==> src/rtl/pipe_stall_ctrl_if.sv <==
// Handshake bundle between the pipeline stages and the central stall/flush controller.
// The master modport is the pipeline side. The slave modport is the controller.
interface pipe_stall_ctrl_if;
    logic        inst_stall_req;
    logic        id_stall_req;
    logic        data_stall_req;
    logic        div_start;
    logic        exc_req;
    logic        exc_is_eret;
    logic [31:0] cp0_epc;
    logic        inst_bus_busy;
    logic        data_bus_busy;
    logic [3:0]  stall;
    logic        exception;
    logic [31:0] flush_pc;
    logic        div_busy;
    logic        wdt_timeout;

    modport master (
        output inst_stall_req, id_stall_req, data_stall_req, div_start,
               exc_req, exc_is_eret, cp0_epc, inst_bus_busy, data_bus_busy,
        input  stall, exception, flush_pc, div_busy, wdt_timeout
    );

    modport slave (
        input  inst_stall_req, id_stall_req, data_stall_req, div_start,
               exc_req, exc_is_eret, cp0_epc, inst_bus_busy, data_bus_busy,
        output stall, exception, flush_pc, div_busy, wdt_timeout
    );
endinterface

==> src/rtl/pipe_stall_ctrl.sv <==
// Central stall/flush control for the 5-stage MIPS core: stall vector, drained exception redirect, divider timing.
// Optional stall watchdog is built only when STALL_WDT_EN is defined.
module pipe_stall_ctrl #(
    parameter int unsigned DIV_CYCLES = 33,
    parameter logic [31:0] EXC_VECTOR = 32'hBFC00380,
    parameter int unsigned WDT_LIMIT  = 1024
) (
    input  logic              clk,
    input  logic              rst,
    pipe_stall_ctrl_if.slave  ctl
);

    localparam logic [1:0] ST_RUN   = 2'b00;
    localparam logic [1:0] ST_DRAIN = 2'b01;
    localparam logic [1:0] ST_FLUSH = 2'b10;

    localparam logic [5:0] DIV_LOAD = 6'(DIV_CYCLES - 1);

    if (DIV_CYCLES < 2 || DIV_CYCLES > 63 || WDT_LIMIT == 0) begin : g_param_check
        $error("pipe_stall_ctrl: DIV_CYCLES must be 2..63 and WDT_LIMIT nonzero");
    end

    logic [1:0]  state_r;
    logic [1:0]  next_state_s;
    logic [31:0] target_r;
    logic [31:0] target_now_s;
    logic        exception_r;
    logic [31:0] flush_pc_r;
    logic [5:0]  div_cnt_r;
    logic        div_idle_run_s;
    logic        div_accept_s;
    logic        div_busy_s;
    logic [3:0]  stall_s;
    logic        bus_busy_s;

    assign bus_busy_s     = ctl.inst_bus_busy | ctl.data_bus_busy;
    assign target_now_s   = ctl.exc_is_eret ? ctl.cp0_epc : EXC_VECTOR;
    assign div_idle_run_s = (state_r == ST_RUN) && (div_cnt_r == 6'd0);
    assign div_busy_s     = (ctl.div_start & div_idle_run_s) | (div_cnt_r != 6'd0);
    // A same-cycle exception wins over a divide start, so the counter is not loaded.
    assign div_accept_s   = ctl.div_start & div_idle_run_s & ~ctl.exc_req;

    // Next-state decision for the redirect sequencer.
    always_comb begin
        next_state_s = state_r;
        case (state_r)
            ST_RUN: begin
                if (ctl.exc_req) begin
                    next_state_s = bus_busy_s ? ST_DRAIN : ST_FLUSH;
                end else begin
                    next_state_s = ST_RUN;
                end
            end
            ST_DRAIN: begin
                if (!bus_busy_s) begin
                    next_state_s = ST_FLUSH;
                end else begin
                    next_state_s = ST_DRAIN;
                end
            end
            ST_FLUSH: next_state_s = ST_RUN;
            default:  next_state_s = ST_RUN;
        endcase
    end

    // Stall vector: raw requests while running, full freeze while draining, released during the flush.
    always_comb begin
        stall_s = 4'b0000;
        case (state_r)
            ST_RUN:   stall_s = {ctl.data_stall_req, div_busy_s, ctl.id_stall_req, ctl.inst_stall_req};
            ST_DRAIN: stall_s = 4'b1111;
            ST_FLUSH: stall_s = 4'b0000;
            default:  stall_s = 4'b0000;
        endcase
    end

    // Sequencer state, redirect target latch and the one-cycle flush pulse.
    always_ff @(posedge clk or posedge rst) begin
        if (rst) begin
            state_r     <= ST_RUN;
            target_r    <= 32'h0000_0000;
            exception_r <= 1'b0;
            flush_pc_r  <= 32'h0000_0000;
        end else begin
            state_r <= next_state_s;
            if (state_r == ST_RUN && ctl.exc_req) begin
                target_r <= target_now_s;
            end
            exception_r <= (next_state_s == ST_FLUSH);
            if (next_state_s == ST_FLUSH) begin
                flush_pc_r <= (state_r == ST_RUN) ? target_now_s : target_r;
            end else begin
                flush_pc_r <= 32'h0000_0000;
            end
        end
    end

    // Divider stall window; the flush aborts any divide in progress.
    always_ff @(posedge clk or posedge rst) begin
        if (rst) begin
            div_cnt_r <= 6'd0;
        end else if (state_r == ST_FLUSH) begin
            div_cnt_r <= 6'd0;
        end else if (div_accept_s) begin
            div_cnt_r <= DIV_LOAD;
        end else if (div_cnt_r != 6'd0) begin
            div_cnt_r <= div_cnt_r - 6'd1;
        end
    end

`ifdef STALL_WDT_EN
    logic [31:0] wdt_cnt_r;
    logic        wdt_timeout_r;
    logic        stalled_s;

    assign stalled_s = (stall_s != 4'b0000);

    // Saturating count of consecutive stalled cycles; the timeout flag is sticky until reset.
    always_ff @(posedge clk or posedge rst) begin
        if (rst) begin
            wdt_cnt_r     <= 32'd0;
            wdt_timeout_r <= 1'b0;
        end else begin
            if (!stalled_s) begin
                wdt_cnt_r <= 32'd0;
            end else if (wdt_cnt_r < 32'(WDT_LIMIT)) begin
                wdt_cnt_r <= wdt_cnt_r + 32'd1;
            end
            if (stalled_s && (wdt_cnt_r + 32'd1 >= 32'(WDT_LIMIT))) begin
                wdt_timeout_r <= 1'b1;
            end
        end
    end

    assign ctl.wdt_timeout = wdt_timeout_r;
`else
    assign ctl.wdt_timeout = 1'b0;
`endif

    assign ctl.stall     = stall_s;
    assign ctl.exception = exception_r;
    assign ctl.flush_pc  = flush_pc_r;
    assign ctl.div_busy  = div_busy_s;

endmodule

==> src/flat_wrapper.sv <==
// flat-port wrapper written by rule: the top's interface ports become plain ports
module pipe_stall_ctrl_flat 
#(
    parameter int unsigned DIV_CYCLES = 33,
    parameter logic [31:0] EXC_VECTOR = 32'hBFC00380,
    parameter int unsigned WDT_LIMIT  = 1024
)
  (clk, rst, ctl_inst_stall_req, ctl_id_stall_req, ctl_data_stall_req, ctl_div_start, ctl_exc_req, ctl_exc_is_eret, ctl_cp0_epc, ctl_inst_bus_busy, ctl_data_bus_busy, ctl_stall, ctl_exception, ctl_flush_pc, ctl_div_busy, ctl_wdt_timeout);
  pipe_stall_ctrl_if ctl_i ();
  input  logic clk;
  input  logic rst;
  input wire logic [$bits(ctl_i.inst_stall_req)-1:0] ctl_inst_stall_req;
  input wire logic [$bits(ctl_i.id_stall_req)-1:0] ctl_id_stall_req;
  input wire logic [$bits(ctl_i.data_stall_req)-1:0] ctl_data_stall_req;
  input wire logic [$bits(ctl_i.div_start)-1:0] ctl_div_start;
  input wire logic [$bits(ctl_i.exc_req)-1:0] ctl_exc_req;
  input wire logic [$bits(ctl_i.exc_is_eret)-1:0] ctl_exc_is_eret;
  input wire logic [$bits(ctl_i.cp0_epc)-1:0] ctl_cp0_epc;
  input wire logic [$bits(ctl_i.inst_bus_busy)-1:0] ctl_inst_bus_busy;
  input wire logic [$bits(ctl_i.data_bus_busy)-1:0] ctl_data_bus_busy;
  output wire logic [$bits(ctl_i.stall)-1:0] ctl_stall;
  output wire logic [$bits(ctl_i.exception)-1:0] ctl_exception;
  output wire logic [$bits(ctl_i.flush_pc)-1:0] ctl_flush_pc;
  output wire logic [$bits(ctl_i.div_busy)-1:0] ctl_div_busy;
  output wire logic [$bits(ctl_i.wdt_timeout)-1:0] ctl_wdt_timeout;
  assign ctl_i.inst_stall_req = ctl_inst_stall_req;
  assign ctl_i.id_stall_req = ctl_id_stall_req;
  assign ctl_i.data_stall_req = ctl_data_stall_req;
  assign ctl_i.div_start = ctl_div_start;
  assign ctl_i.exc_req = ctl_exc_req;
  assign ctl_i.exc_is_eret = ctl_exc_is_eret;
  assign ctl_i.cp0_epc = ctl_cp0_epc;
  assign ctl_i.inst_bus_busy = ctl_inst_bus_busy;
  assign ctl_i.data_bus_busy = ctl_data_bus_busy;
  assign ctl_stall = ctl_i.stall;
  assign ctl_exception = ctl_i.exception;
  assign ctl_flush_pc = ctl_i.flush_pc;
  assign ctl_div_busy = ctl_i.div_busy;
  assign ctl_wdt_timeout = ctl_i.wdt_timeout;
  pipe_stall_ctrl #(.DIV_CYCLES(DIV_CYCLES), .EXC_VECTOR(EXC_VECTOR), .WDT_LIMIT(WDT_LIMIT)) u_core (.clk(clk), .rst(rst), .ctl(ctl_i));
endmodule
==> config.mk <==
export PLATFORM = sky130hd
export DESIGN_NAME = pipe_stall_ctrl_flat
export DESIGN_NICKNAME = d
export VERILOG_FILES = /design/src/rtl/pipe_stall_ctrl_if.sv /design/src/rtl/pipe_stall_ctrl.sv /design/src/flat_wrapper.sv
export SDC_FILE = /design/constraint.sdc
export NUM_CORES = 1
export LEC_CHECK = 0
export CORE_MARGIN = 3
export CORE_UTILIZATION = 48
export CTS_CLUSTER_SIZE = 8
export DETAILED_ROUTE_END_ITERATION = 10
export PLACE_DENSITY = 0.79
export SLEW_MARGIN = 30
export SYNTH_ARGS = -nofsm -noshare
export SYNTH_HDL_FRONTEND = slang
export SYNTH_SLANG_ARGS = --single-unit
export TNS_END_PERCENT = 100
==> constraint.sdc <==
create_clock -name clk -period 3.77 [get_ports clk]
set_clock_uncertainty 0.2 [all_clocks]
set_input_delay 1.131 -clock clk [delete_from_list [all_inputs] [get_ports clk]]
set_output_delay 1.131 -clock clk [all_outputs]
set_load 0.02 [all_outputs]
==> metrics.md <==
| Metric | Value |
|---|---|
| Status | complete, no violations |
| CP Class | in -> out |
| Distinct cells, synth | 35 |
| Worst-Skew Late Latency | 340 ps |
| CP Max Fanout | 1 |
| Highest clock rate | 273.5 MHz |
| Die area | 7426 sq um |
| Post-DP HPWL | 4222 um |
| RSZ-0062 raised after global routing | no |
| CTS tree | done |
| Final worst path period share | 0.9698 |
| Count of flip-flops with a built-in enable after synthesis | 0 |
| Final ANT Viol Nets | 0 |
| Clock tree buffer depth | 2 |
| Final Hold Violating Endpoints | 0 |
| Post-Syn Nets | 370 |
| Minimum clock period | 3656 ps |
| Dominant cells by area after synthesis | dfrtp_1 (59%), nand2_1 (9.1%), o21ai_0 (5.2%) |
| Synthesized flop and latch total | 73 |
| Sink Count | 73 |
| H-tree level count | 3 |
| Syn Area/Cell | 9.436 sq um |
| Diode count | 0 |
| Reg2Reg Setup Slack | 1800 ps |
| Core footprint | 6061 sq um |
| Layout cells sized above 1 | 0.07711 |
| Die height | 86.18 um |
| CP max stage delay | 610 ps |
| CP arrival | 2320 ps |
| Total I/O pin count | 81 |
| Via-to-Cell Ratio | 5.157 |
| Fillers | 506 |
| Fin nets | 440 |
| Area after DPL | 3906 sq um |
| Setup bufs post-CTS | 0 |
| CP endpoint kind | output port |
| First-pass GRT wire length | 11380 um |
| Die X | 86.18 um |
| Synth top area share | 0.5921 |
| Residual DRC count | 0 |
| Hold-fix buffers at CTS | 0 |
| Worst Path Required | 2440 ps |
| Static Leak | 1.789 nW |
| Most frequent cells after synthesis | nand2_1 (75), dfrtp_1 (73), o21ai_0 (32), nor2_1 (25), a21oi_1 (24) |
| Vias in the first global route | 2439 |
| Most frequent cell after synthesis | nand2_1 |
| Pwr Density | 502.1 nW/um^2 |
| Final WS setup | 114.0 ps |
| Number of CTS-inserted buffers | 9 |
| Final count of pins violating max slew | 0 |
| WL/cell | 13.94 um |
| Buffers on Ports | 79 |
| Pin count of the biggest net entering global routing | 65 |
| RD Place Congestion | 0.7196 |
| Crit path cell chain | clkdlybuf4s50_1, nor2_1, nor2_1, clkdlybuf4s50_1 |
| GRT Util Overall | 0.1953 |
| CP max-delay cell | clkdlybuf4s50_1 |
| GRT Residual Overflow | 0 |
| Synth warn | 0 |
| VDD IR max | 0.2550 mV |
| Final instance area | 4096 sq um |
| DRT iter0 DRCs | 116 |
| Post-Syn Instances | 327 |
| Clock-pin slew on the worst setup and hold paths | 70 ps |
| Post-synth top area cell | dfrtp_1 |
| Synth Cell Area | 3085 sq um |
| Via count | 2460 |
| Maxcap violations | 0 |
| Seq/Total Area, Yosys | 0.5921 |
| Share of flip-flops with an asynchronous set or reset | 1.000 |
| Area delta synth->final | 32.77% |
| Hold Slack | 281.7 ps |
| Crit path launch type | input pin |
| Post-place setup slack | -6.575 ps |
| Ys flop type | dfrtp_1 |
| Relative slew slack | 0.4535 |
| Setup violations, final | 0 |
| Initial antenna violation count | 0 |
| First-pass detailed-route iteration total | 4 |
| Worst min path class | reg -> reg |
| Routed wire length | 6648 um |
| Clock root buffer | clkbuf_8 |
| Cell row count | 28 |
| Initial core utilization | 0.5091 |
| Worst-Margin Slew | 819.7 ps |
[metrics by stage]
step	util	setup TNS [ps]	power, W	instances
after floorplan	-	0	0.001302	327
after detailed placement	0.6445	-6.575	0.001482	461
after CTS	0.6755	0	0.002077	477
final	0.6759	0	0.002057	477
after global routing	0.6759	0	0.002184	477
after global placement	0.6441	0	0.001455	461
[cell type report]
type,count,area [sq um],share of cell area
clock buffers,13,148.9,0.03635
clock inverters,3,40.04,0.009774
inverters,5,18.77,0.004582
multi-input cells,224,1131,0.2761
flip-flops and latches,73,1827,0.4459
well taps,75,93.84,0.02291
repair buffers,84,837.1,0.2043
[timing repair]
item	CTS	global route
endpoints found under the setup margin	1	1
resized for setup	1	1
gates cloned	0	0
[power by group]
part	switching (W)	total [W]	leakage, nW	internal (W)
Combinational	0.000251	0.000480	0.735	0.000229
Sequential	0.0000844	0.000982	0.956	0.000898
Clock	0.000272	0.000595	0.0974	0.000323
[cell families after synthesis]
kind of cell	count (synthesis)	synth area share
adder cells (fa/ha/maj)	1	0.004055
multiplexers	1	0.003649
AND/OR/NAND/NOR	143	0.2056
other	1	0.001215
buffers and inverters	30	0.04461
flip-flops	73	0.5921
AO/OA/AOI/OAI	78	0.1488
[worst paths after layout]
| path | startpoint | end | cells after the start |
|---|---|---|---|
| min in group asynchronous | rst | u_core.ctl.exception$_DFF_PP0_ | 2 |
| max | ctl_inst_stall_req | ctl_stall[0] | 4 |
| min | u_core.target_r[16]$_DFFE_PP0P_ | u_core.target_r[16]$_DFFE_PP0P_ | 2 |
| min reg2reg | u_core.target_r[16]$_DFFE_PP0P_ | u_core.target_r[16]$_DFFE_PP0P_ | 2 |
| max in group asynchronous | rst | u_core.target_r[5]$_DFFE_PP0P_ | 3 |
| max reg2reg | u_core.div_cnt_r[0]$_DFFE_PP0P_ | u_core.div_cnt_r[5]$_DFFE_PP0P_ | 5 |
[worst max-delay path: cells and delay by family]
kind | cells | cell delay [ps]
buffers and inverters | 2 | 1070
and+or+nand+nor | 2 | 130
[routing by layer]
metal  track usage  vias up  routed length [um]
met3       0.05703        7                 459
li1              -     1230                   -
met2        0.3062       72                3080
met1        0.2636     1151                3028
met5             0        -                   0
met4       0.06374        0                  80
[state kept, by name, summed over array words and instances (netlist names)]
| signal | count |
|---|---|
| u_core.ctl.exception | 1 |
| u_core.ctl.flush_pc | 32 |
| u_core.div_cnt_r | 6 |
| u_core.state_r | 2 |
| u_core.target_r | 32 |
[layout by cell type, fill, tap and decap left out, types with 2 or more instances in the layout]
cell type	count
clkbuf_8	10
a211oi_1	13
clkinv_2	2
dfrtp_1	73
nor2_1	24
buf_4	4
o21ai_0	32
a21oi_1	24
nor2b_1	13
inv_1	4
clkbuf_1	3
nand3_1	20
nand2_1	75
clkdlybuf4s50_1	76
(Power assumes the default switching activity.)
